File: config.mk
export PLATFORM = sky130hd
export DESIGN_NAME = difftest_step_batcher
export DESIGN_NICKNAME = d
export VERILOG_FILES = /design/src/rtl/difftest_step_batcher.sv
export SDC_FILE = /design/constraint.sdc
export NUM_CORES = 1
export LEC_CHECK = 0
export CAP_MARGIN = 20
export CORE_MARGIN = 1
export CORE_UTILIZATION = 57
export CTS_CLUSTER_DIAMETER = 150
export CTS_CLUSTER_SIZE = 28
export DETAILED_ROUTE_END_ITERATION = 7
export PLACE_DENSITY = 0.9
export SLEW_MARGIN = 40
export SYNTH_ARGS = -nofsm -noshare
export SYNTH_HDL_FRONTEND = slang
export SYNTH_SLANG_ARGS = --single-unit
File: constraint.sdc
create_clock -name clock -period 14.77 [get_ports clock]
set_input_delay 1.477 -clock clock [delete_from_list [all_inputs] [get_ports clock]]
set_output_delay 1.477 -clock clock [all_outputs]
set_load 0.01 [all_outputs]
File: src/rtl/difftest_step_batcher.sv
// Batches per-core commit step counts to the host bridge and latches the deferred simulation result.
// Optional statistics counters are compiled in with DIFFTEST_STEP_BATCH_STATS_EN.
module difftest_step_batcher #(
  parameter int NUM_CORES       = 2,
  parameter int STEP_WIDTH      = 8,
  parameter int ACC_WIDTH       = 16,
  parameter int BATCH_THRESHOLD = 64,
  parameter int TIMEOUT_CYCLES  = 256
) (
  input  logic                            clock,
  input  logic                            reset,
  input  logic [NUM_CORES*STEP_WIDTH-1:0] step_in,
  output logic                            stall,
  output logic                            batch_valid,
  input  logic                            batch_ready,
  output logic [ACC_WIDTH-1:0]            batch_steps,
  output logic [NUM_CORES-1:0]            batch_core_mask,
  output logic                            batch_final,
  input  logic                            result_valid,
  input  logic [7:0]                      result_in,
  output logic [7:0]                      simv_result
`ifdef DIFFTEST_STEP_BATCH_STATS_EN
  ,
  output logic [31:0]                     stat_batches,
  output logic [63:0]                     stat_steps,
  output logic [31:0]                     stat_stall_cycles
`endif
);

  localparam longint MAX_SUM = longint'(NUM_CORES) * ((64'd1 << STEP_WIDTH) - 1);
  localparam longint ACC_MAX = (64'd1 << ACC_WIDTH) - 1;
  localparam logic [ACC_WIDTH-1:0] STALL_LIMIT = ACC_WIDTH'(ACC_MAX - 2 * MAX_SUM);
  localparam logic [ACC_WIDTH-1:0] THRESH = ACC_WIDTH'(BATCH_THRESHOLD);
  localparam int TW = (TIMEOUT_CYCLES > 1) ? $clog2(TIMEOUT_CYCLES) : 1;
  localparam logic [TW-1:0] TMAX = TW'((TIMEOUT_CYCLES > 0) ? TIMEOUT_CYCLES - 1 : 0);

  typedef enum logic [1:0] {IDLE, ACCUM, FLUSH, HALT} state_t;

  state_t                 state_q, state_d;
  logic [ACC_WIDTH-1:0]   acc_q, acc_d;
  logic [NUM_CORES-1:0]   mask_q, mask_d;
  logic [TW-1:0]          timer_q, timer_d;
  logic                   stall_q, stall_d;
  logic                   bv_q, bv_d;
  logic [ACC_WIDTH-1:0]   bsteps_q, bsteps_d;
  logic [NUM_CORES-1:0]   bmask_q, bmask_d;
  logic                   bfinal_q, bfinal_d;
  logic [7:0]             simv_q, simv_d;

  logic [ACC_WIDTH-1:0]   sum, acc_next;
  logic [NUM_CORES-1:0]   nz, mask_next;
  logic [STEP_WIDTH-1:0]  lane;
  logic                   xfer, slot_free, expired, launch;

  always_comb begin
    sum  = '0;
    nz   = '0;
    lane = '0;
    for (int i = 0; i < NUM_CORES; i++) begin
      lane = step_in[i*STEP_WIDTH +: STEP_WIDTH];
      if (state_q != HALT) begin
        sum   = sum + ACC_WIDTH'(lane);
        nz[i] = |lane;
      end
    end
    acc_next  = acc_q + sum;
    mask_next = mask_q | nz;
    xfer      = bv_q & batch_ready;
    slot_free = ~bv_q | batch_ready;
    expired   = (TIMEOUT_CYCLES != 0) && (timer_q >= TMAX);
    launch    = (state_q != HALT) && slot_free && (acc_next != '0) &&
                ((acc_next >= THRESH) || expired || (state_q == FLUSH));

    acc_d    = acc_next;
    mask_d   = mask_next;
    bv_d     = bv_q;
    bsteps_d = bsteps_q;
    bmask_d  = bmask_q;
    bfinal_d = bfinal_q;
    timer_d  = timer_q;
    state_d  = state_q;
    simv_d   = simv_q;

    if (launch) begin
      bsteps_d = acc_next;
      bmask_d  = mask_next;
      bfinal_d = (state_q == FLUSH);
      bv_d     = 1'b1;
      acc_d    = '0;
      mask_d   = '0;
    end else if (xfer) begin
      bv_d = 1'b0;
    end

    // Saturate once expired so a long-held slot cannot wrap the timer.
    if (launch || acc_q == '0) timer_d = '0;
    else if (!expired)         timer_d = timer_q + 1'b1;

    unique case (state_q)
      IDLE, ACCUM: state_d = (acc_d != '0) ? ACCUM : IDLE;
      FLUSH:       if (acc_next == '0 && slot_free) state_d = HALT;
      HALT:        state_d = HALT;
      default:     state_d = IDLE;
    endcase

    if (result_valid && result_in != 8'd0 && simv_q == 8'd0) begin
      simv_d  = result_in;
      state_d = FLUSH;
    end

    stall_d = (acc_next > STALL_LIMIT) || (state_d == HALT);
  end

  always_ff @(posedge clock) begin
    if (reset) begin
      state_q  <= IDLE;
      acc_q    <= '0;
      mask_q   <= '0;
      timer_q  <= '0;
      stall_q  <= 1'b0;
      bv_q     <= 1'b0;
      bsteps_q <= '0;
      bmask_q  <= '0;
      bfinal_q <= 1'b0;
      simv_q   <= 8'd0;
    end else begin
      state_q  <= state_d;
      acc_q    <= acc_d;
      mask_q   <= mask_d;
      timer_q  <= timer_d;
      stall_q  <= stall_d;
      bv_q     <= bv_d;
      bsteps_q <= bsteps_d;
      bmask_q  <= bmask_d;
      bfinal_q <= bfinal_d;
      simv_q   <= simv_d;
    end
  end

  assign stall           = stall_q;
  assign batch_valid     = bv_q;
  assign batch_steps     = bsteps_q;
  assign batch_core_mask = bmask_q;
  assign batch_final     = bfinal_q;
  assign simv_result     = simv_q;

`ifdef DIFFTEST_STEP_BATCH_STATS_EN
  logic [31:0] sbat_q, sbat_d;
  logic [63:0] sstep_q, sstep_d;
  logic [31:0] sstall_q, sstall_d;

  always_comb begin
    sbat_d   = sbat_q + 32'(xfer);
    sstep_d  = sstep_q + (xfer ? 64'(bsteps_q) : 64'd0);
    sstall_d = sstall_q + 32'(stall_q);
  end

  always_ff @(posedge clock) begin
    if (reset) begin
      sbat_q   <= '0;
      sstep_q  <= '0;
      sstall_q <= '0;
    end else begin
      sbat_q   <= sbat_d;
      sstep_q  <= sstep_d;
      sstall_q <= sstall_d;
    end
  end

  assign stat_batches      = sbat_q;
  assign stat_steps        = sstep_q;
  assign stat_stall_cycles = sstall_q;
`endif

endmodule

* Word-level counts from Yosys, hierarchy flattened *
Cells that the tools add are included.

operators by class
  bitwise gates (word level) = 4
  reductions and logical operators = 23
  mux-type cells = 11
  eq/ne operators = 5
  add/sub/neg operators = 3
  order comparisons = 3

operators with widths
  cell                                                  number
  logical NOT 16 bit                                    2
  two-way mux 16 bit                                    2
  nonzero test 16 bit                                   2
  adder 16 bit                                          1
  adder 16 x 8 -> 16 bit                                1
  >= comparator 16 x 7 -> 1 bit, second input constant  1
  > comparator 16 bit, second input constant            1
  OR reduction 8 bit                                    2
  adder 8 x 1 -> 8 bit, second input constant           1
  >= comparator 8 bit, second input constant            1
  logical NOT 8 bit                                     1
  two-way mux 8 bit                                     1
  nonzero test 8 bit                                    1
  == test 2 bit, second input constant                  3
  logical AND 1 bit                                     6
  case mux 2 bit (3 select lines)                       1
  OR reduction 2 bit                                    3
  two-way mux 1 bit                                     5
  logical OR 1 bit                                      4
  two-way mux 2 bit                                     2
  == test 2 x 1 -> 1 bit, second input constant         1
  logical NOT 2 bit                                     1
  != test 2 bit, second input constant                  1
  bitwise OR 2 bit                                      1
  other kinds (4)                                       4

word-level totals
  input bits = 28
  logic and storage cells = 59
  output and inout port bits = 29
  bits in registers = 57

* Longest topological paths before layout *
Gate-level depths: netlist of the first run.

  word-level depth = 16
  depth in mapped cells = 23
  depth with buffers taken out = 20

* Worst setup path before layout of the first run *
OpenSTA, ideal clock, no wires.

  path kind = input to register
  from = input step_in[0]
  to = register bmask_q[0] (netlist: batch_core_mask[0])
  arrival = 6.025 ns
  setup slack = 8.611 ns
  buffers on the path = 1
  data required time = 14.636 ns
  library setup time = 0.134 ns
  stages on the path = 18
  cells stage by stage = and2_1 -> ha_1 -> fa_1 -> maj3_1 -> a32o_1 -> maj3_1 -> a22oi_1 -> mux2i_1 -> ha_1 -> nand4_1 -> a2111o_1 -> a211oi_2 -> mux2_2 -> a21oi_1 -> o2111ai_1 -> buf_6 -> a21oi_1 -> a211oi_1

between the ends
  word-level cells in the longest chain between the ends = 8
  elaborated cells between the ends (all ways) = 13
  those cells by class = add/sub: 2; order compare: 1; mux: 3; bitwise: 1; reduce/logical: 6

RTL lines
  element                        RTL line  text
  from (decl)                    12        input logic [NUM_CORES*STEP_WIDTH-1:0] step_in,
  two-way mux 8 bit              61        if (state_q != HALT) begin
  adder 16 x 8 -> 16 bit         62        sum = sum + ACC_WIDTH'(lane);
  two-way mux 16 bit             61
  adder 16 bit                   66        acc_next = acc_q + sum;
  >= comparator 16 x 7 -> 1 bit  72        ((acc_next >= THRESH) || expired || (state_q == FLUSH));
  logical OR 1 bit (2 in a row)  72
  logical AND 1 bit              71        launch = (state_q != HALT) && slot_free && (acc_next != '0) &&
  to (signal assigned)           134       bmask_q <= bmask_d;
  to (decl)                      46        logic [NUM_CORES-1:0] bmask_q, bmask_d;

Parallel ways exist; a longest one is shown, timed or not.
A chain may end at the register's enable or synchronous reset.

* Worst setup path after layout of the first run *
  from = input step_in[0]
  to = register bsteps_q[12] (netlist: batch_steps[12])

between the ends
  word-level cells in the longest chain between the ends = 8
  elaborated cells between the ends (all ways) = 10
  those cells by class = add/sub: 2; order compare: 1; mux: 2; reduce/logical: 5

RTL lines
  element                        RTL line  text
  two-way mux 8 bit *            61
  adder 16 x 8 -> 16 bit         62
  two-way mux 16 bit *           61
  adder 16 bit *                 66
  >= comparator 16 x 7 -> 1 bit  72
  logical OR 1 bit (2 in a row)  72
  logical AND 1 bit              71
  to (signal assigned)           133       bsteps_q <= bsteps_d;
  to (decl)                      45        logic [ACC_WIDTH-1:0] bsteps_q, bsteps_d;

Mark *: on every way between the ends. The rest lies on a longest branch, timed or not.

==> summary by stage, run 1 <==
Worst setup path
STA classifies the critical path startpoint as an input pin. The kind of critical path is in2reg. The maximum fanout count along the critical path is 15. Data on the critical path arrives at its endpoint at 7.09 ns. The required time of the worst setup path is 14.96 ns.

The kind of capture point of the worst setup path is a register.

Drt
The number of remaining DRC errors is 0. The count of nets left with antenna violations once routing finished came out at 0. Before antenna repair, the detailed router went through 5 iterations. Summing over every cut layer, the via total after detailed routing is 3,199. The initial detailed-routing violation count is 323.

The detail-routed via count per cell is 6.20. The total wire length is 8300 microns. The average wire per cell in the routed design is 16.1 microns.

Synthesis
Summing the areas of all xor and xnor instances in the mapped netlist gives 8.15% of the synthesized area. For this run, asynchronously set or reset flops after synthesis account for 0%. Summing the areas of all and, or, nand and nor instances in the mapped netlist gives 24.1% of the synthesized area. Summed over its instances, the top area cell type makes up 34.3% of the synthesized netlist area.

After Yosys synthesis, full adders, half adders and majority gates account for 8.04% of the synthesized area. By area the synthesized netlist is led by sky130_fd_sc_hd__dfxtp_1 (34%), sky130_fd_sc_hd__a21oi_1 (6.0%), sky130_fd_sc_hd__ha_1 (5.6%). Sorting the synthesized cells by how often they occur yields sky130_fd_sc_hd__dfxtp_1 (57), sky130_fd_sc_hd__a21oi_1 (40), sky130_fd_sc_hd__nor2_1 (27).

By instance count, the leading cell after synthesis is sky130_fd_sc_hd__dfxtp_1. The number of flops mapped to enable cells by yosys is 0. In this run the cell area of the synthesized design comes to 0.00333 sq mm.

Synthesis inferred 57 register bits. The most used flip-flop cell after synthesis is sky130_fd_sc_hd__dfxtp_1. After technology mapping, the gate count stands at 392. The complex-gate fraction of the synthesized area is 19.3%. The Yosys warning count is 0. The post-synthesis net count is 437. After synthesis, the largest family of logic cells by area is simple AND/OR/NAND/NOR gates. The multiplexer fraction of the synthesized cell area is 1.84%. The average size of a mapped cell is 8.49 sq um. Sequential cells were found to cover 34.3% of the synthesized design area. The cell taking the most area after synthesis is sky130_fd_sc_hd__dfxtp_1. Yosys mapped the design onto 53 distinct sky130hd cell types.

Layout
The layout has 419 filler cells. The post-layout net count is 485. Measured on the finished design, the core utilization comes to 73.3%. With fillers left out, the area of the finished cells amounts to 0.00409 sq mm.

Summing all multi-input logic gate instances after layout gives 0.00206 sq mm. The area growth from synthesis to final layout is 22.7%. Once layout is complete, the cells apart from fillers number 516. Of the cells placed in the final design, the portion with a size suffix greater than 1 is 7.43%.

The repair_antennas step left the layout with diodes totalling 0. The sequential cell area is 0.00114 sq mm.

Floorplan
The standard-cell row count is 27. From bottom edge to top edge, the die measures 78.4 microns. 57 I/O pins were placed. The effective utilization at floorplan is 59.7%. After floorplanning, the core was sized to cover 0.00557 sq mm. The area enclosed by the die boundary is 0.00615 sq mm. The die is 78.4 microns wide.

Clock tree
Clock tree synthesis inserted a total of 9 buffers. TritonCTS built the clock tree. The CTS H-tree depth is 3. The number of gates resized after CTS was 0. The CTS root buffer is sky130_fd_sc_hd__clkbuf_8.

In this run the post-CTS setup repair buffer count came out at 0. The number of hold buffers added after cts is 0. After clock tree synthesis, the clock-pin slew on the worst setup and hold paths is 0.06 ns. Clock tree synthesis found a total of 57 sinks.

The clock latency reported for the late side of the worst-skew pair is 0.34 ns. The maximum buffer depth of the clock tree is 2.

Job
Across the run, the number of max-cap violations was 0.

Global routing
The total overflow left after global routing is 0. The first-pass GRT wire length is 13,800 microns. The via count of the first global-routing pass is 3,052. The number of antenna violations at the first check in global routing was 0.

Entering global routing, the biggest net connects 63 pins. In the global route stage, overall resource usage came out at 28.2%.

Status
The run finished with clean final reports.

Power
The leakage component of the power is 1.56 nW. Dividing total power by cell area gives a power density of 185 mW/mm^2. The peak supply drop is 0.120 mV.

STA
At the pin with the least slew margin, the transition time is 0.747 ns. Dividing the final minimum period by the clock period gives 46.8%. Counting I/O delays and the setup requirement, the final critical path takes 6.91 ns. Setup violations remaining at the end of the flow were counted as 0. The achievable frequency is 0.145 GHz. The worst slew margin relative to its limit is 50.0%. Setup repair after global routing left no endpoint under its margin. The clock skew is 0.00958 ns. The worst hold margin is 0.480 ns. The final sum of negative setup slack is 0 ns. The count of final hold-check violations came to 0. The count of final max-slew check failures is 0.

Place
During placement, the flow inserted port buffers numbering 56. The final HPWL from detailed placement is 5960 microns. The routability-driven placement congestion ratio is 0.904.

Summing all placed instances gives a cell area of 0.00391 sq mm. The count of placed standard cells including taps is 501.

Min path
The tightest min-delay check is of the reg2reg type.
cell usage in the layout (no fill, tap or decap), types with 4 or more instances in the layout:
cell / count
sky130_fd_sc_hd__dfxtp_1: 57
sky130_fd_sc_hd__clkdlybuf4s50_1: 55
sky130_fd_sc_hd__a21oi_1: 40
sky130_fd_sc_hd__nor2_1: 26
sky130_fd_sc_hd__nand2_1: 19
sky130_fd_sc_hd__nor4_1: 19
sky130_fd_sc_hd__o21ai_0: 18
sky130_fd_sc_hd__nor3_1: 18
sky130_fd_sc_hd__xnor2_1: 17
sky130_fd_sc_hd__ha_1: 15
sky130_fd_sc_hd__xor2_1: 14
sky130_fd_sc_hd__and2_1: 12
sky130_fd_sc_hd__nand3_1: 12
sky130_fd_sc_hd__a211oi_1: 12
sky130_fd_sc_hd__clkbuf_8: 12
sky130_fd_sc_hd__inv_1: 11
sky130_fd_sc_hd__nand2b_1: 8
sky130_fd_sc_hd__nand4_1: 6
sky130_fd_sc_hd__mux2i_1: 5
sky130_fd_sc_hd__and3_1: 5
sky130_fd_sc_hd__or4_1: 5
sky130_fd_sc_hd__maj3_1: 4
sky130_fd_sc_hd__a21boi_0: 4
sky130_fd_sc_hd__a21o_1: 4
sky130_fd_sc_hd__nor3b_1: 4
through the flow:
step	power (W)	worst slack [ns]
6_report	0.000756	7.86
3_3_place_gp	0.000595	7.64
5_1_grt	0.000806	7.61
2_1_floorplan	0.000494	8.61
4_1_cts	0.000753	7.92
3_5_place_dp	0.000617	7.59
critical path, stage by stage:
cell and delay [ns]:
sky130_fd_sc_hd__clkdlybuf4s50_1 0.42, sky130_fd_sc_hd__and2_1 0.15, sky130_fd_sc_hd__ha_1 0.20, sky130_fd_sc_hd__fa_1 0.45, sky130_fd_sc_hd__maj3_1 0.37, sky130_fd_sc_hd__a32o_1 0.32
sky130_fd_sc_hd__maj3_1 0.37, sky130_fd_sc_hd__a22oi_1 0.26, sky130_fd_sc_hd__mux2i_1 0.13, sky130_fd_sc_hd__ha_1 0.39, sky130_fd_sc_hd__nand4_1 0.14, sky130_fd_sc_hd__a2111o_1 0.43
sky130_fd_sc_hd__a211oi_2 0.31, sky130_fd_sc_hd__mux2_2 0.38, sky130_fd_sc_hd__a21oi_1 0.40, sky130_fd_sc_hd__o2111ai_2 0.49, sky130_fd_sc_hd__a21oi_1 0.32, sky130_fd_sc_hd__a211oi_1 0.08
path summary, 6_finish.rpt:
path                               start                            to  cells after the start  slack (ns)
max                           step_in[0]  batch_steps[12]$_SDFFE_PP0P_                     18        7.86
min          batch_steps[4]$_SDFFE_PP0P_   batch_steps[4]$_SDFFE_PP0P_                      2        0.48
max reg2reg        state_q[1]$_SDFF_PP0_  batch_steps[12]$_SDFFE_PP0P_                     18        8.46
min reg2reg  batch_steps[4]$_SDFFE_PP0P_   batch_steps[4]$_SDFFE_PP0P_                      2        0.48
power breakdown:
group	leakage (nW)	total [W]	switching (W)	internal, W
Clock	0.0915	0.000132	0.0000591	0.0000734
Sequential	0.466	0.000220	0.0000256	0.000195
Combinational	1.00	0.000403	0.000233	0.000170
Total	1.56	0.000756	0.000318	0.000438
metal layers:
metal	global-route usage (%)	part of all wire [%]	up-vias	wire [microns]
met5	0	0	-	0
met4	10.0	2.1	0	178
met3	6.74	7.0	17	585
met2	46.5	48	110	3990
met1	35.9	43	1532	3540
li1	-	-	1540	-
state kept, by name, indices dropped and copies added, names as in the netlist:
signal           cells
acc_q               16
batch_core_mask      2
batch_final          1
batch_steps         16
batch_valid          1
mask_q               2
simv_result          8
stall                1
state_q              2
timer_q              8
cells by family after synthesis:
family                     Yosys count
AOI/OAI and AO/OA                   99
xor gates and xnor gates            31
adders and majority gates           21
buffers and inverters               31
DFF                                 57
muxes                                6
and+or+nand+nor                    147
final cells by class:
class                      count  share of cell area, %
clock inverter                 2                  0.306
tap                           72                   2.20
inverter                      11                   1.01
multi-input combinational    304                   50.4
sequential                    57                   27.9
clock buffer                  13                   4.13
timing repair buffer          57                   14.0
(Power assumes the default switching activity.)
==> run 2, diff against run 1 <==
--- a/config.mk
+++ b/config.mk
@@ -7,11 +7,11 @@
 export LEC_CHECK = 0
 export CAP_MARGIN = 20
 export CORE_MARGIN = 1
-export CORE_UTILIZATION = 57
+export CORE_UTILIZATION = 48
 export CTS_CLUSTER_DIAMETER = 150
 export CTS_CLUSTER_SIZE = 28
 export DETAILED_ROUTE_END_ITERATION = 7
-export PLACE_DENSITY = 0.9
+export PLACE_DENSITY = 0.81
 export SLEW_MARGIN = 40
 export SYNTH_ARGS = -nofsm -noshare
 export SYNTH_HDL_FRONTEND = slang
==> constraint.sdc (replaced) <==
create_clock -name clock -period 5.7 [get_ports clock]
set_input_delay 0.57 -clock clock [delete_from_list [all_inputs] [get_ports clock]]
set_output_delay 0.57 -clock clock [all_outputs]
set_load 0.01 [all_outputs]
==> summary by stage, run 2 (same netlist as run 1, synthesis figures left out) <==
Layout
The fraction of layout cells with a size suffix above 1 is 11.3% (+3.8 points). The final core utilization is 64.9% (-8.4 points). The library cells used most frequently in the layout, excluding fill and tap cells, are sky130_fd_sc_hd__dfxtp_1 (57), sky130_fd_sc_hd__clkdlybuf4s50_1 (55), sky130_fd_sc_hd__a21oi_1 (39).

The antenna diode count is 0 (unchanged). The library cell used most frequently in the layout, excluding fill and tap cells, is sky130_fd_sc_hd__dfxtp_1. The number of fillers in the final layout came to 544 (+30%). The final standard cell count with taps included and fillers excluded is 539 (+4.5%).

The area growth from synthesis to final layout is 27.2%. The post-layout net count is 502 (+3.5%). The cell area after layout was 0.00424 sq mm (+3.7%).

Floorplan
The number of ports placed on the die boundary is 57 (unchanged). The placeable core area is 0.00653 sq mm (+17%). The die height is 85.3 microns (+8.7%). The horizontal die dimension is 85.3 microns (+8.7%). The effective utilization at floorplan came to 51.0% (-8.8 points).

The standard-cell row count is 29 (+7.4%). The area enclosed by the die boundary was 0.00727 sq mm (+18%).

Power
The part of the power in the clock network came to 17.9% (+0.4 points). The peak supply drop was 0.356 mV (+200%). The cell internal power dissipation is 0.00122 W (+180%). The power per standard cell area is 485 mW/mm^2 (+160%).

The combinational fraction of design power came to 54.2% (+0.9 points). The switching part of the total is 40.6% (-1.5 points). The leakage component of the power is 1.65 nW (+6.1%).

The switching component of the power is 0.000835 W (+160%). The sequential fraction of design power is 27.8% (-1.4 points).

Place
The count of placed standard cells including taps is 523 (+4.4%). The number of input and output port buffers inserted is 56 (unchanged). The routability-driven placement congestion ratio is 0.892 (-1.4%). The placed instance area was 0.00404 sq mm (+3.4%). The final HPWL from detailed placement came to 6140 microns (+2.9%).

STA
The worst slew margin relative to its limit is 52.2% (+2.2 points). The count of final max-slew check failures is 0 (unchanged). The count of final hold-check violations is 0 (unchanged). The total of endpoints with negative setup slack in the final report is 0 (unchanged). The clock skew is 0.0110 ns (+0.00145 ns). The worst path in the final design needs a cycle of 5.39 ns, including I/O delays and setup. The measured slew at the worst slew-check pin was 0.710 ns (-0.0365 ns). Setup repair after global routing left no endpoint under its margin. The worst hold margin was 0.478 ns (-0.00273 ns). The final period utilization is 94.5%. For this run, the top clock speed supported by timing is 0.186 GHz.

Worst setup path
In this run the critical register-to-register path is launched from state_q[0]$_SDFF_PP0_. The worst setup path is launched from an input pin. The maximum fanout count along the critical path was 4 (-11). The kind of capture point of the worst setup path is a register. The required time of the worst setup path is 5.98 ns (-8.98 ns). The launching instance or port of the critical path is step_in[0]. The arrival time of data at the critical path endpoint is 5.67 ns (-1.42 ns). The kind of critical path is in2reg.

Clock tree
The maximum buffer depth of the clock tree is 2 (unchanged). The clock-pin slew on the worst setup and hold paths is 0.07 ns (about the same). The clock latency reported for the late side of the worst-skew pair is 0.34 ns (about the same). The CTS H-tree depth is 3 (unchanged). The number of buffers inserted during clock tree synthesis came to 9 (unchanged). TritonCTS built the clock tree. The clock net sink count was 57 (unchanged). The number of hold buffers added after cts came to 0 (unchanged). The tree is rooted in a sky130_fd_sc_hd__clkbuf_8.

The buffers inserted during post-CTS setup optimization is 0 (unchanged).

Global routing
The total routing resource utilization after global routing is 23.8% (-4.5 points). The largest net degree at the start of global routing came to 63 (unchanged). The via count of the first global-routing pass is 3,098 (+1.5%).

The total grt overflow is 0 (unchanged). The first-pass GRT wire length is 13,900 microns (+0.46%). The number of antenna violations at the first check in global routing is 0 (unchanged).

Status
The run finished with clean final reports.

Drt
The number of remaining DRC errors is 0 (unchanged). The total wire length is 8290 microns (-0.12%). The number of nets still failing antenna checks after routing is 0 (unchanged).

The count of vias placed by the detailed router is 3,194 (-0.16%). The number of iterations in the first detailed-routing pass was 4 (-1). The average wire per cell in the routed design was 15.4 microns (-4.4%). The initial detailed-routing violation count is 152 (-53%). The detail-routed via count per cell is 5.93 (-4.4%).

Min path
The startpoint of the lowest-slack hold path is batch_steps[6]$_SDFFE_PP0P_. The tightest min-delay check is of the reg2reg type.

Job
The count of max-cap constraint violations came to 0 (unchanged).
run 2: routing by layer:
layer / wire, microns / vias up / GRT usage (%)
li1: - / 1578 / -
met1: 3660 / 1501 / 31.1
met2: 4000 / 100 / 39.2
met3: 508 / 15 / 5.35
met4: 124 / 0 / 7.12
met5: 0 / - / 0
run 2: metrics by stage:
| step | TNS, ns | worst slack [ns] | power (W) |
|---|---|---|---|
| 6_report | 0 | 0.314 | 0.00205 |
| 5_1_grt | 0 | 0.0288 | 0.00220 |
| 4_1_cts | 0 | 0.220 | 0.00205 |
| 3_5_place_dp | -1.25 | -0.153 | 0.00167 |
| 3_3_place_gp | 0 | 0.0712 | 0.00164 |
| 2_1_floorplan | 0 | 0.120 | 0.00128 |
run 2: power groups by stage:
stage | Clock (W) | Sequential [W] | Combinational, W
6_report | 0.000368 | 0.000572 | 0.00111
5_1_grt | 0.000395 | 0.000584 | 0.00122
4_1_cts | 0.000375 | 0.000570 | 0.00111
3_5_place_dp | 0 | 0.000577 | 0.00109
3_3_place_gp | 0 | 0.000576 | 0.00107
2_1_floorplan | 0 | 0.000592 | 0.000688
run 2: layout make-up:
type	instances	area, sq um	area share [%]
Clock inverter	6	57.6	1.36
Timing Repair Buffer	74	706	16.7
Inverter	11	41.3	0.975
Sequential cell	57	1140	26.9
Clock buffer	10	138	3.25
Multi-Input combinational cell	304	2060	48.6
Tap cell	77	96.3	2.27
run 2: what timing repair did:
item / CTS / global route
endpoints found under the setup margin: 0 / 42
gates resized for setup: 0 / 1
endpoints found under the hold margin: 0 / 0
run 2: worst paths after layout:
check / end / slack [ns] / cells past startpoint
max: stall$_SDFF_PP0_ / 0.31 / 22
min: batch_steps[6]$_SDFFE_PP0P_ / 0.48 / 2
max reg2reg: stall$_SDFF_PP0_ / 0.44 / 22
min reg2reg: batch_steps[6]$_SDFFE_PP0P_ / 0.48 / 2
run 2: worst max-delay path, cell delays in order:
cell	delay, ns
sky130_fd_sc_hd__clkdlybuf4s50_1	0.41
sky130_fd_sc_hd__and2_1	0.14
sky130_fd_sc_hd__ha_1	0.21
sky130_fd_sc_hd__fa_1	0.40
sky130_fd_sc_hd__buf_4	0.16
sky130_fd_sc_hd__o21ai_0	0.16
sky130_fd_sc_hd__o21ai_0	0.12
sky130_fd_sc_hd__a32o_1	0.25
sky130_fd_sc_hd__maj3_1	0.35
sky130_fd_sc_hd__a22oi_1	0.25
sky130_fd_sc_hd__mux2i_1	0.12
sky130_fd_sc_hd__ha_1	0.30
sky130_fd_sc_hd__nand4_1	0.12
sky130_fd_sc_hd__a2111o_1	0.43
sky130_fd_sc_hd__a211oi_2	0.27
sky130_fd_sc_hd__mux2_2	0.37
sky130_fd_sc_hd__a21oi_2	0.21
sky130_fd_sc_hd__buf_4	0.16
sky130_fd_sc_hd__nand4_1	0.17
sky130_fd_sc_hd__o21ai_0	0.25
sky130_fd_sc_hd__buf_4	0.16
sky130_fd_sc_hd__a21o_1	0.09
==> variant, RTL diff (flow settings as in run 2) <==
The parameter `ACC_WIDTH` goes from 16 to 14.
--- a/src/rtl/difftest_step_batcher.sv
+++ b/src/rtl/difftest_step_batcher.sv
@@ -5,3 +5,3 @@
   parameter int STEP_WIDTH      = 8,
-  parameter int ACC_WIDTH       = 16,
+  parameter int ACC_WIDTH       = 14,
   parameter int BATCH_THRESHOLD = 64,
Ports: changed (resized batch_steps); port bits go from 57 to 55. The function was not compared with the original's and may differ.
==> variant against run 2 <==
Power decreased by 23%. Synthesized area down 10%. Core utilization fell by 2.4 points. Setup slack improved by 0.11 ns. Critical path depth fell by 1. Routed wire length fell by 11%. Largest power group unchanged. Sequential cell count down 4. Cell area fell by 12%.
==> variant: results (changes against run 2) <==
drt:
  wl_met3_um: 383  # -25%
  dr_total_vias: 2801  # -12%
  wl_met1_um: 3310  # -9.5%
  dr.first_iter.drc_count: 170  # +12%
  wl_met2_um: 3550  # -11%
timing:
  finClkSkew_ns: 0.00900  # -0.00203 ns
  slew_headroom_pct: 55.6  # +3.4 points
  min_period_ns: 5.28  # -0.106 ns
grt:
  grt_use_total_pct: 24.7  # +0.91 points
  use_met2_pct: 41.1  # +1.9 points
  grt_util_met1_pct: 32.6  # +1.4 points
  grt_max_degree: 30  # -52%
  grt_pass1_wl_um: 12700  # -8.7%
critical_path:
  cp_slowest_stage_delay_ns: 0.47  # +0.04 ns
  arrival_ns: 5.50  # -0.17 ns
  cp_max_fo: 7  # +3
  reg2regPathDepth: 21  # -4.5%
  reg2reg_to: "batch_core_mask[0]$_SDFFE_PP0P_"
  r2r_setup_slack_ns: 0.50  # +0.06 ns
  cp_top_family: "compound AO/OA/AOI/OAI gates"
  cpMaxStageDelayCell: "nor3_1"
power_and_ir_drop:
  pwr-share-clk_pct: 13.2  # -4.7 points
  p_leak_nw: 1.44  # -13%
  irDropWorstVdd_uv: 274  # -23%
  pwr-share-seq_pct: 32.8  # +5.0 points
synthesis:
  synth_xor_area_share_pct: 6.73  # -1.4 points
  synth_fp_nets: 386  # -12%
  synth-compound-area-share_pct: 22.2  # +2.9 points
  synthAdderAreaFrac_pct: 8.95  # +0.91 points
  muxShareOfSynthArea_pct: 0.335  # -1.5 points
  synth_common_cells: "dfxtp_1, nor2_1, a21oi_1, nor4_1"
place:
  gp_congestion: 0.922  # +3.3%
  portBuffers: 54  # -3.6%
  place_ws_ns: 0.105  # +0.258 ns
  dp_hpwl_um: 5770  # -6.0%
cells_and_area:
  antenna_cells: 0  # unchanged
  fill_cells: 530  # -2.6%
  drive_gt1_share_pct: 8.71  # -2.5 points
  utilization_pct: 62.5  # -2.4 points
  fin_nets: 446  # -11%
outcome:
  status: "complete, no violations"
hold_path:
  min_to: "mask_q[0]$_SDFF_PP0_"
  min_from: "mask_q[0]$_SDFF_PP0_"
clock_tree:
  cts.clk_slew.worst_paths_ns: 0.09  # +0.02 ns
  clkLatencyLatePin_ns: 0.31  # -0.03 ns
  htreeDepth: 2  # -1
[variant: changes by cell type after synthesis, moves of 5 or more]
| cell | change |
|---|---|
| clkbuf_1 | -9 |
| xnor2_1 | -9 |
| a31o_2 | +6 |
| or4_1 | -5 |
| nand2b_1 | -5 |
| nor2_1 | +19 |
| nand2_1 | -6 |
| inv_1 | -7 |
| a21oi_1 | -7 |
| nor3_1 | -13 |
[variant: cell type report]
type	count	share of cell area (%)
clock buffers	6	1.95
multi-input cells	273	49.8
clock inverters	2	0.370
repair buffers	63	16.3
inverters	5	0.504
well taps	75	2.52
flip-flops and latches	53	28.5
[variant: per-stage QoR]
| stage | cells | power (mW) |
|---|---|---|
| after floorplan | 341 | 1.07 |
| after global placement | 469 | 1.36 |
| after detailed placement | 469 | 1.38 |
| after CTS | 477 | 1.59 |
| after global routing | 477 | 1.70 |
| final | 477 | 1.59 |
